`src/rtl/echo_pkg.sv`:
```
// Shared definitions for the echo/feedback mixer.
// Defines the default sample, gain and clip-counter widths, the sample
// clamp limits, and the sample/gain typedefs used by the mixer and its bench.
// Optional feature macro consumed by echo_mix: ECHO_MIX_ROUND_EN.
package echo_pkg;

    localparam int WIDTH  = 12;
    localparam int GAIN_W = 8;
    localparam int CNT_W  = 16;

    typedef logic signed [WIDTH-1:0] sample_t;
    typedef logic [GAIN_W-1:0]       gain_t;

    localparam sample_t SAMPLE_MAX = {1'b0, {(WIDTH-1){1'b1}}};
    localparam sample_t SAMPLE_MIN = {1'b1, {(WIDTH-1){1'b0}}};

endpackage

```
`src/rtl/echo_mix_sat_add.sv`:
```
// sat_add: signed saturating adder.
// Adds two signed WIDTH-bit operands into a WIDTH+1 sum and clamps the result
// back to the signed WIDTH-bit range. clip_o flags that clamping happened.
// Ports:
//   a_i, b_i   in   WIDTH   signed operands
//   sum_o      out  WIDTH   clamped signed sum
//   clip_o     out  1       result was clamped
module sat_add #(
    parameter int WIDTH = 12
) (
    input  logic signed [WIDTH-1:0] a_i,
    input  logic signed [WIDTH-1:0] b_i,
    output logic signed [WIDTH-1:0] sum_o,
    output logic                    clip_o
);

    logic signed [WIDTH:0] sum_full;

    assign sum_full = {a_i[WIDTH-1], a_i} + {b_i[WIDTH-1], b_i};

    // The WIDTH+1 sum overflowed the WIDTH range exactly when its top two bits differ.
    assign clip_o = sum_full[WIDTH] ^ sum_full[WIDTH-1];

    always_comb begin
        sum_o = sum_full[WIDTH-1:0];
        if (clip_o) begin
            sum_o = sum_full[WIDTH] ? {1'b1, {(WIDTH-1){1'b0}}}
                                    : {1'b0, {(WIDTH-1){1'b1}}};
        end
    end

endmodule

```
`src/rtl/echo_mix.sv`:
```
// echo_mix: echo/feedback mixer downstream of the audio delay line.
// Mixes the dry synth sample with the scaled delayed (wet) sample to form the
// audio output, and a separately scaled copy to feed back into the delay line.
// fb_valid is also the delay line's per-sample advance strobe.
// 3-stage pipeline, one sample per cycle, valid 3 cycles after dry_valid.
// Optional feature: define ECHO_MIX_ROUND_EN to round the gain products half up
// instead of flooring them (same latency either way).
// Ports:
//   clk         in   1        system clock
//   reset       in   1        synchronous active-high reset
//   dry_valid   in   1        dry_in/wet_in valid strobe
//   dry_in      in   WIDTH    dry sample, signed
//   wet_in      in   WIDTH    delayed sample, signed
//   mix_gain    in   GAIN_W   wet gain into out (Q0.GAIN_W)
//   fb_gain     in   GAIN_W   wet gain into fb_out (Q0.GAIN_W)
//   out         out  WIDTH    mixed sample, signed
//   out_valid   out  1        out valid strobe
//   fb_out      out  WIDTH    feedback sample, signed
//   fb_valid    out  1        fb_out valid strobe / delay-line advance
//   clip_count  out  CNT_W    saturating count of clipped samples
module echo_mix
    import echo_pkg::*;
#(
    parameter int WIDTH  = echo_pkg::WIDTH,
    parameter int GAIN_W = echo_pkg::GAIN_W,
    parameter int CNT_W  = echo_pkg::CNT_W
) (
    input  logic                    clk,
    input  logic                    reset,
    input  logic                    dry_valid,
    input  logic signed [WIDTH-1:0] dry_in,
    input  logic signed [WIDTH-1:0] wet_in,
    input  logic [GAIN_W-1:0]       mix_gain,
    input  logic [GAIN_W-1:0]       fb_gain,
    output logic signed [WIDTH-1:0] out,
    output logic                    out_valid,
    output logic signed [WIDTH-1:0] fb_out,
    output logic                    fb_valid,
    output logic [CNT_W-1:0]        clip_count
);

    localparam int PW = WIDTH + GAIN_W + 1;

`ifdef ECHO_MIX_ROUND_EN
    localparam logic signed [PW-1:0] RND = PW'(1) << (GAIN_W - 1);
`else
    localparam logic signed [PW-1:0] RND = '0;
`endif

    // Stage 1: sample and gains captured together.
    logic                    v1_q;
    logic signed [WIDTH-1:0] dry1_q;
    logic signed [WIDTH-1:0] wet1_q;
    logic [GAIN_W-1:0]       mg1_q;
    logic [GAIN_W-1:0]       fg1_q;

    // Stage 2: dry plus scaled wet terms.
    logic                    v2_q;
    logic signed [WIDTH-1:0] dry2_q;
    logic signed [WIDTH-1:0] pm2_q;
    logic signed [WIDTH-1:0] pf2_q;

    // Stage 3: outputs.
    logic                    out_valid_q;
    logic signed [WIDTH-1:0] out_q;
    logic signed [WIDTH-1:0] fb_q;
    logic [CNT_W-1:0]        clip_q;

    logic signed [PW-1:0]    pm_full;
    logic signed [PW-1:0]    pf_full;
    logic signed [WIDTH-1:0] pm_d;
    logic signed [WIDTH-1:0] pf_d;
    logic signed [WIDTH-1:0] out_d;
    logic signed [WIDTH-1:0] fb_d;
    logic                    out_clip;
    logic                    fb_clip;
    logic                    unused_bits;

    // Gains are unsigned, so zero-extend before the signed multiply.
    assign pm_full = wet1_q * $signed({1'b0, mg1_q}) + RND;
    assign pf_full = wet1_q * $signed({1'b0, fg1_q}) + RND;

    // Taking bits [GAIN_W +: WIDTH] is an arithmetic shift right by GAIN_W.
    // Since gain < 1 the scaled value always fits in WIDTH bits.
    assign pm_d = pm_full[GAIN_W +: WIDTH];
    assign pf_d = pf_full[GAIN_W +: WIDTH];

    assign unused_bits = ^{pm_full[GAIN_W-1:0], pm_full[PW-1],
                           pf_full[GAIN_W-1:0], pf_full[PW-1]};

    sat_add #(.WIDTH(WIDTH)) u_sat_out (
        .a_i    (dry2_q),
        .b_i    (pm2_q),
        .sum_o  (out_d),
        .clip_o (out_clip)
    );

    sat_add #(.WIDTH(WIDTH)) u_sat_fb (
        .a_i    (dry2_q),
        .b_i    (pf2_q),
        .sum_o  (fb_d),
        .clip_o (fb_clip)
    );

    always_ff @(posedge clk) begin
        if (reset) begin
            v1_q        <= 1'b0;
            dry1_q      <= '0;
            wet1_q      <= '0;
            mg1_q       <= '0;
            fg1_q       <= '0;
            v2_q        <= 1'b0;
            dry2_q      <= '0;
            pm2_q       <= '0;
            pf2_q       <= '0;
            out_valid_q <= 1'b0;
            out_q       <= '0;
            fb_q        <= '0;
            clip_q      <= '0;
        end else begin
            v1_q <= dry_valid;
            if (dry_valid) begin
                dry1_q <= dry_in;
                wet1_q <= wet_in;
                mg1_q  <= mix_gain;
                fg1_q  <= fb_gain;
            end

            v2_q <= v1_q;
            if (v1_q) begin
                dry2_q <= dry1_q;
                pm2_q  <= pm_d;
                pf2_q  <= pf_d;
            end

            out_valid_q <= v2_q;
            if (v2_q) begin
                out_q <= out_d;
                fb_q  <= fb_d;
                if ((out_clip || fb_clip) && (clip_q != {CNT_W{1'b1}})) begin
                    clip_q <= clip_q + 1'b1;
                end
            end
        end
    end

    assign out        = out_q;
    assign fb_out     = fb_q;
    assign out_valid  = out_valid_q;
    assign fb_valid   = out_valid_q;
    assign clip_count = clip_q;

endmodule

```
`config.mk`:
```
export PLATFORM = sky130hd
export DESIGN_NAME = echo_mix
export DESIGN_NICKNAME = d
export VERILOG_FILES = /design/src/rtl/echo_pkg.sv /design/src/rtl/echo_mix_sat_add.sv /design/src/rtl/echo_mix.sv
export SDC_FILE = /design/constraint.sdc
export NUM_CORES = 1
export LEC_CHECK = 0
export BUFFER_PORTS_ARGS = -buffer_cell sky130_fd_sc_hd__clkbuf_2
export CORE_UTILIZATION = 55
export CTS_CLUSTER_DIAMETER = 40
export DETAILED_ROUTE_END_ITERATION = 12
export PLACE_DENSITY = 0.71
export SLEW_MARGIN = 20
export SYNTH_ARGS = -nofsm -noshare
export SYNTH_HDL_FRONTEND = slang
export SYNTH_SLANG_ARGS = --single-unit
```
`constraint.sdc`:
```
create_clock -name clk -period 6.2 [get_ports clk]
set_input_delay 0.31 -clock clk [delete_from_list [all_inputs] [get_ports clk]]
set_output_delay 0.31 -clock clk [all_outputs]
set_load 0.01 [all_outputs]
```
==> flow_summary.json, run 1 <==
{
  "final_cell_mix": "inv_1, fa_1, nand2_1",
  "comb_power_share_pct": 21.2,
  "synth_edf_count": 0,
  "placed_cell_area_mm2": 0.01269,
  "finalCritPeriodShare_pct": 84.54,
  "post-route-util_pct": 62.30,
  "power.internal_mw": 1.564,
  "critPathBufInv": 3,
  "ant_nets": 0,
  "tightest_slew_ns": 1.033,
  "first_global_vias": 9500,
  "layout_setup_ws_ns": 0.9586,
  "wl_per_cell_um": 15.69,
  "row_count": 53,
  "cts_inserted_buffers": 17,
  "startpoint_type": "flop",
  "setup_viol": 0,
  "die_area_mm2": 0.02260,
  "antenna_found_initial": 0,
  "layout_min_cycle_time_ns": 5.241,
  "die_w_um": 150.3,
  "final_area_mm2": 0.01326,
  "fmax_mhz": 190.8,
  "slowest_stage": "dfxtp_1",
  "port_buffers": 84,
  "nets": 1705,
  "synthesis.area_mm2": 0.01210,
  "setup_tns_ns": 0,
  "p_leak_nw": 6.494,
  "gr-total-overflow": 0,
  "globalRouteMet2Util_pct": 43.92,
  "h-tree-depth": 4,
  "cts_tree": "built",
  "routabilityCongestion": 0.8886,
  "pre_cts_ws_ns": 0.9139,
  "drv_slew": 0,
  "grt_start_max_net_pins": 93,
  "synth.net_count": 1658,
  "end_kind": "flop",
  "core_area_mm2": 0.02129,
  "final_cells": 1703,
  "drive_gt1_share_pct": 11.13,
  "drt_pre_antenna_iters": 5,
  "vias": 9246,
  "areaGrowthSynthToFinish_pct": 9.585,
  "ir_drop_mv": 0.1779,
  "start_util_pct": 56.85,
  "ys_ff_latch": 119,
  "grt_first_pass_wirelength_um": 44940,
  "cts.sinks": 119,
  "drv_cap": 0,
  "arrival_ns": 5.54,
  "async_reset_ff_share_pct": 0,
  "power.total_mw": 2.313,
  "post_cts_buffers": 0,
  "synthFlopType": "dfxtp_1",
  "status": "completed",
  "postCtsHoldBufs": 0,
  "dp_hpwl_um": 20540,
  "syn_inst": 1368,
  "power.density_mw_per_mm2": 174.4,
  "hold_class": "input port to flop",
  "wirelength_um": 26720,
  "crit_chain": "nand2_1, fa_1, fa_1, inv_1, fa_1, inv_1, fa_1, inv_1, ha_1, nor4_1, o21ai_0, a31oi_1, o21ai_0, a41oi_1, o21ai_0, xnor2_1, o21ai_0",
  "pwr-share-seq_pct": 36.8,
  "max-slew-margin-rel_pct": 31.08,
  "vias_per_cell": 5.429,
  "switchingPower_mw": 0.7488,
  "final_common_cell": "inv_1",
  "io_pins": 85,
  "syn_avg_cell_area_um2": 8.846,
  "dpl.cell_count": 1671,
  "cp.required_ns": 6.50,
  "finalHoldViolations": 0,
  "cpPeakStageDelay_ns": 0.58,
  "critPathMaxFanout": 13,
  "ctsRootBufferMaster": "clkbuf_16",
  "worst_skew_pair.late_latency_ns": 0.43,
  "grt_use_total_pct": 25.50,
  "busiest_layer": "met2",
  "ys_seq_area_share_pct": 19.69,
  "clkTransAtPathRegs_ns": 0.06,
  "swShare_pct": 32.38,
  "rsz0062_at_grt": "false",
  "whs_ns": 0.1163,
  "clk_path_buf_depth": 2,
  "use_met1_pct": 32.43,
  "crit_family": "adder cells",
  "drc": 0,
  "n_antenna_cell": 0,
  "die_y_um": 150.3,
  "synth_cell_type_count": 53,
  "finClkSkew_ns": 0.009473,
  "postCtsResizedCells": 0,
  "drt-initial-drc-count": 494,
  "p_clk_share_pct": 41.9,
  "grtUsageMet3_pct": 4.545,
  "path_class": "flop to flop",
  "ys_warn_count": 0
}
-- kinds of logic (layout without fill, tap and decap cells) --
family	count (synthesis)	in the layout	share of synthesized area [%]
compound gates	164	164	9.264
flops	119	119	19.69
simple gates	433	433	17.40
buf+inv	281	341	8.850
fa+ha+maj	255	255	35.63
mux	69	69	5.769
xor+xnor	47	47	3.402
-- state kept, by name, summed over array words and instances (netlist names) --
| register | count |
|---|---|
| mg1_q | 8 |
| fb_valid | 1 |
| clip_count | 16 |
| v2_q | 1 |
| wet1_q | 12 |
| dry1_q | 12 |
| dry2_q | 12 |
| fg1_q | 8 |
| out | 12 |
| fb_out | 12 |
| v1_q | 1 |
| pf2_q | 12 |
| pm2_q | 12 |
-- synth_stat cells (all sizes together) (6+ instances only) --
cell / number / share of area, %
nand2: 128 / 4.0
o311ai: 6 / 0.43
a21oi: 42 / 1.7
clkbuf: 58 / 1.8
a21o: 10 / 0.62
or2: 11 / 0.57
a211oi: 17 / 1.1
mux2i: 63 / 5.2
and2: 92 / 4.8
nor2: 108 / 3.3
xor2: 15 / 1.1
dfxtp: 119 / 20
o221a: 14 / 1.3
xnor2: 32 / 2.3
and3: 6 / 0.31
buf: 11 / 0.47
nand2b: 14 / 0.72
nor3: 10 / 0.41
ha: 95 / 9.8
o21a: 6 / 0.37
fa: 152 / 25
mux2: 6 / 0.56
nand3: 17 / 0.70
nor2b: 16 / 0.83
nand4: 8 / 0.41
inv: 212 / 6.6
o21ai: 37 / 1.5
o41ai: 6 / 0.43
maj3: 8 / 0.66
nor4: 9 / 0.47
-- per-layer routing --
metal | routed length [µm] | part of all wire (%)
met1 | 11870 | 44
met2 | 13040 | 49
met3 | 1234 | 4.6
met4 | 585 | 2.2
met5 | 0 | 0
-- worst register-to-register path: stages, from the launching register on --
cell and delay (ns):
dfxtp_1 0.58, nand2_1 0.15, fa_1 0.52, fa_1 0.54, inv_1 0.05, fa_1 0.47, inv_1 0.06, fa_1 0.53
inv_1 0.04, ha_1 0.21, nor4_1 0.24, o21ai_0 0.17, a31oi_1 0.38, o21ai_0 0.26, a41oi_1 0.40, o21ai_0 0.24
xnor2_1 0.19, o21ai_0 0.09
-- power by group through the flow --
stage          clock (mW)  sequential (mW)  combinational (mW)
2_1_floorplan           0            0.842               0.394
3_3_place_gp            0            0.867               0.476
3_5_place_dp            0            0.868               0.494
4_1_cts             0.982            0.851               0.497
5_1_grt              1.02            0.858               0.560
6_report            0.970            0.852               0.491
-- final timing paths --
kind	start	slack, ns	cells past startpoint	to
setup reg to reg	mg1_q[3]$_SDFFE_PP0P_	0.96	17	pm2_q[10]$_SDFFE_PP0P_
setup / recovery	mg1_q[3]$_SDFFE_PP0P_	0.96	17	pm2_q[10]$_SDFFE_PP0P_
hold / removal	fb_gain[4]	0.12	3	fg1_q[4]$_SDFFE_PP0P_
hold reg to reg	fb_out[2]$_SDFFE_PP0P_	0.49	2	fb_out[2]$_SDFFE_PP0P_
-- final cells by class --
cell class,count,area [µm²]
Multi-Input combinational cell,968,8648
Clock inverter,15,145.1
Sequential cell,119,2382
Fill cell,1860,8025
Inverter,212,795.8
Timing Repair Buffer,97,520.5
Clock buffer,17,425.4
Tap cell,275,344.1
No activity file was read; power rests on OpenSTA's default activity.
==> inputs of run 2 (changes only) <==
--- a/config.mk
+++ b/config.mk
@@ -5,11 +5,12 @@
 export SDC_FILE = /design/constraint.sdc
 export NUM_CORES = 1
 export LEC_CHECK = 0
+export ABC_AREA = 1
 export BUFFER_PORTS_ARGS = -buffer_cell sky130_fd_sc_hd__clkbuf_2
 export CORE_UTILIZATION = 55
 export CTS_CLUSTER_DIAMETER = 40
 export DETAILED_ROUTE_END_ITERATION = 12
-export PLACE_DENSITY = 0.71
+export PLACE_DENSITY = 0.7
 export SLEW_MARGIN = 20
 export SYNTH_ARGS = -nofsm -noshare
 export SYNTH_HDL_FRONTEND = slang
==> constraint.sdc (replaced) <==
create_clock -name clk -period 5.38 [get_ports clk]
set_input_delay 0.269 -clock clk [delete_from_list [all_inputs] [get_ports clk]]
set_output_delay 0.269 -clock clk [all_outputs]
set_load 0.01 [all_outputs]
==> run 2 against run 1 <==
Via count rose by 18%. Global-route usage rose by 1.4 points. Flip-flop and latch count did not move. Maximum frequency is 8.9% higher. Combinational power up 94%. Clock power rose by 11%. Synthesized cell count up 32%. Total power rose by 32%. Register-to-register slack got worse by 0.39 ns. Sequential share of layout area decreased by 0.88 points. Clock skew rose by 0.0046 ns. Synthesized area rose by 5.9%. Largest cell class unchanged.
==> flow_summary.json, run 2 <==
{
  "power.density_mw_per_mm2": 219.1,
  "areaGrowthSynthToFinish_pct": 8.843,
  "h-tree-depth": 4,
  "cts.sinks": 119,
  "io_pins": 85,
  "path_common_cell": "inv_1",
  "ys_seq_area_share_pct": 18.58,
  "setup_tns_ns": 0,
  "crit_family": "adder cells",
  "pre_cts_ws_ns": 0.4257,
  "critPathBufInv": 6,
  "drt-initial-drc-count": 810,
  "synth_cell_type_count": 37,
  "port_buffers": 84,
  "end_kind": "flop",
  "vias": 10940,
  "grt_use_total_pct": 26.89,
  "finalCritPeriodShare_pct": 89.49,
  "synth_top_area_share_pct": 23.74,
  "grt_start_max_net_pins": 68,
  "synth_commonest_cells": "nand2_1, inv_1, nor2_1, fa_1, dfxtp_1",
  "clk_path_buf_depth": 2,
  "crit_chain": "buf_4, nand2_1, fa_1, inv_1, fa_1, fa_1, inv_1, fa_1, inv_1, ha_1, inv_1, o21bai_1, a31oi_1, o21ai_0, a21oi_1, a21oi_1, o21ai_0, inv_1",
  "final_common_cell": "nand2_1",
  "hold_class": "input port to flop",
  "synth.net_count": 2094,
  "syn_inst": 1804,
  "synthesis.area_mm2": 0.01282,
  "syn_avg_cell_area_um2": 7.106,
  "ys_top_cells_by_area": "fa_1, dfxtp_1, nand2_1",
  "drive_gt1_share_pct": 8.351,
  "die_y_um": 154.7,
  "grt_first_pass_wirelength_um": 51250,
  "drc": 0,
  "whs_ns": 0.05838,
  "final_cell_mix": "nand2_1, inv_1, nor2_1",
  "antenna_found_initial": 0,
  "wirelength_um": 30420,
  "setup_viol": 0,
  "post_cts_buffers": 0,
  "cts_tree": "built",
  "drv_slew": 0,
  "ys_ff_latch": 119,
  "max-slew-margin-rel_pct": 43.89,
  "nets": 2133,
  "cp.required_ns": 5.70,
  "wl_per_cell_um": 14.02,
  "clkTransAtPathRegs_ns": 0.07,
  "startpoint_type": "flop",
  "start_util_pct": 56.28,
  "synth_top_cell_by_area": "fa_1",
  "ir_drop_mv": 0.2054,
  "vias_per_cell": 5.043,
  "dpl.cell_count": 2137,
  "die_area_mm2": 0.02392,
  "worst_skew_pair.late_latency_ns": 0.43,
  "synth_edf_count": 0,
  "synthFlopType": "dfxtp_1",
  "layout_min_cycle_time_ns": 4.815,
  "cts_inserted_buffers": 17,
  "largest_reg_flops": 16,
  "layout_setup_ws_ns": 0.5653,
  "core_area_mm2": 0.02278,
  "finalHoldViolations": 0,
  "routabilityCongestion": 0.9020,
  "drv_cap": 0,
  "drt_pre_antenna_iters": 6,
  "gr-total-overflow": 0,
  "row_count": 55,
  "die_w_um": 154.7,
  "arrival_ns": 5.14,
  "fill_cells": 2150,
  "tightest_slew_ns": 0.8416,
  "p_leak_nw": 7.863,
  "finClkSkew_ns": 0.01402,
  "ctsRootBufferMaster": "clkbuf_16",
  "n_antenna_cell": 0,
  "slowest_stage": "dfxtp_1",
  "async_reset_ff_share_pct": 0,
  "ant_nets": 0,
  "critPathMaxFanout": 10,
  "first_global_vias": 10720,
  "ys_warn_count": 0,
  "final_cells": 2169,
  "dp_hpwl_um": 22990,
  "path_class": "flop to flop",
  "yosysMostFrequentCell": "nand2_1",
  "status": "completed",
  "cpPeakStageDelay_ns": 0.64,
  "fmax_mhz": 207.7,
  "postCtsHoldBufs": 0,
  "rsz0062_at_grt": "false"
}
## run 2: area by class of cell
class	instances	area (µm²)	share of cell area, %
flip-flops and latches	119	2384	17.08
repair buffers	99	533.0	3.820
clock buffers	19	442.9	3.175
multi-input cells	1207	8606	61.68
clock inverters	13	97.59	0.6995
well taps	313	391.6	2.807
inverters	399	1498	10.73
## run 2: final timing paths
path	start	endpoint	slack, ns	depth (start not counted)
max	wet1_q[10]$_SDFFE_PP0P_	pm2_q[9]$_SDFFE_PP0P_	0.57	18
min reg2reg	dry1_q[8]$_SDFFE_PP0P_	dry2_q[8]$_SDFFE_PP0P_	0.48	2
min	mix_gain[2]	mg1_q[2]$_SDFFE_PP0P_	0.06	3
max reg2reg	wet1_q[10]$_SDFFE_PP0P_	pm2_q[9]$_SDFFE_PP0P_	0.57	18
## run 2: through the flow
| step | total power [mW] | instance area, µm² | util, % |
|---|---|---|---|
| global route | 3.268 | 13950 | 61.25 |
| floorplan | 1.754 | 12820 | - |
| detailed placement | 1.990 | 13410 | 58.87 |
| finish | 3.057 | 13950 | 61.25 |
| CTS | 3.077 | 13950 | 61.25 |
| global placement | 1.966 | 13410 | 58.87 |
## run 2: power by group
part,switching [mW],leakage [nW],internal [mW]
Sequential,0.0857,0.980,0.936
Clock,0.478,0.256,0.604
Combinational,0.597,6.63,0.357
## run 2: tightest hold or removal path: cells and delay by family
kind,cells,cell delay (ns)
AND/OR/NAND/NOR,2,0.11
buffers and inverters,1,0.07
## run 2: repair_timing
| item | 4_1_cts | 5_1_grt |
|---|---|---|
| resized for setup | 0 | 1 |
| hold endpoints to repair | 0 | 0 |
| endpoints found under the setup margin | 0 | 1 |
## run 2: cells by family (layout without fill, tap and decap cells)
| kind of cell | after synthesis | count (layout) | share of synthesized area (%) |
|---|---|---|---|
| AO/OA/AOI/OAI | 214 | 214 | 8.990 |
| adder cells (fa/ha/maj) | 247 | 247 | 33.01 |
| XOR/XNOR | 36 | 36 | 2.460 |
| AND/OR/NAND/NOR | 710 | 710 | 22.67 |
| buffers and inverters | 478 | 530 | 14.28 |
| flip-flops | 119 | 119 | 18.58 |
## run 2: layer usage
metal	up-vias	global-route usage (%)	part of all wire (%)	wire length (µm)
li1	5513	-	-	-
met1	5081	35.94	47	14220
met2	314	44.90	46	14030
met3	31	5.043	5.9	1792
met4	0	6.695	1.2	379
met5	-	0	0	0
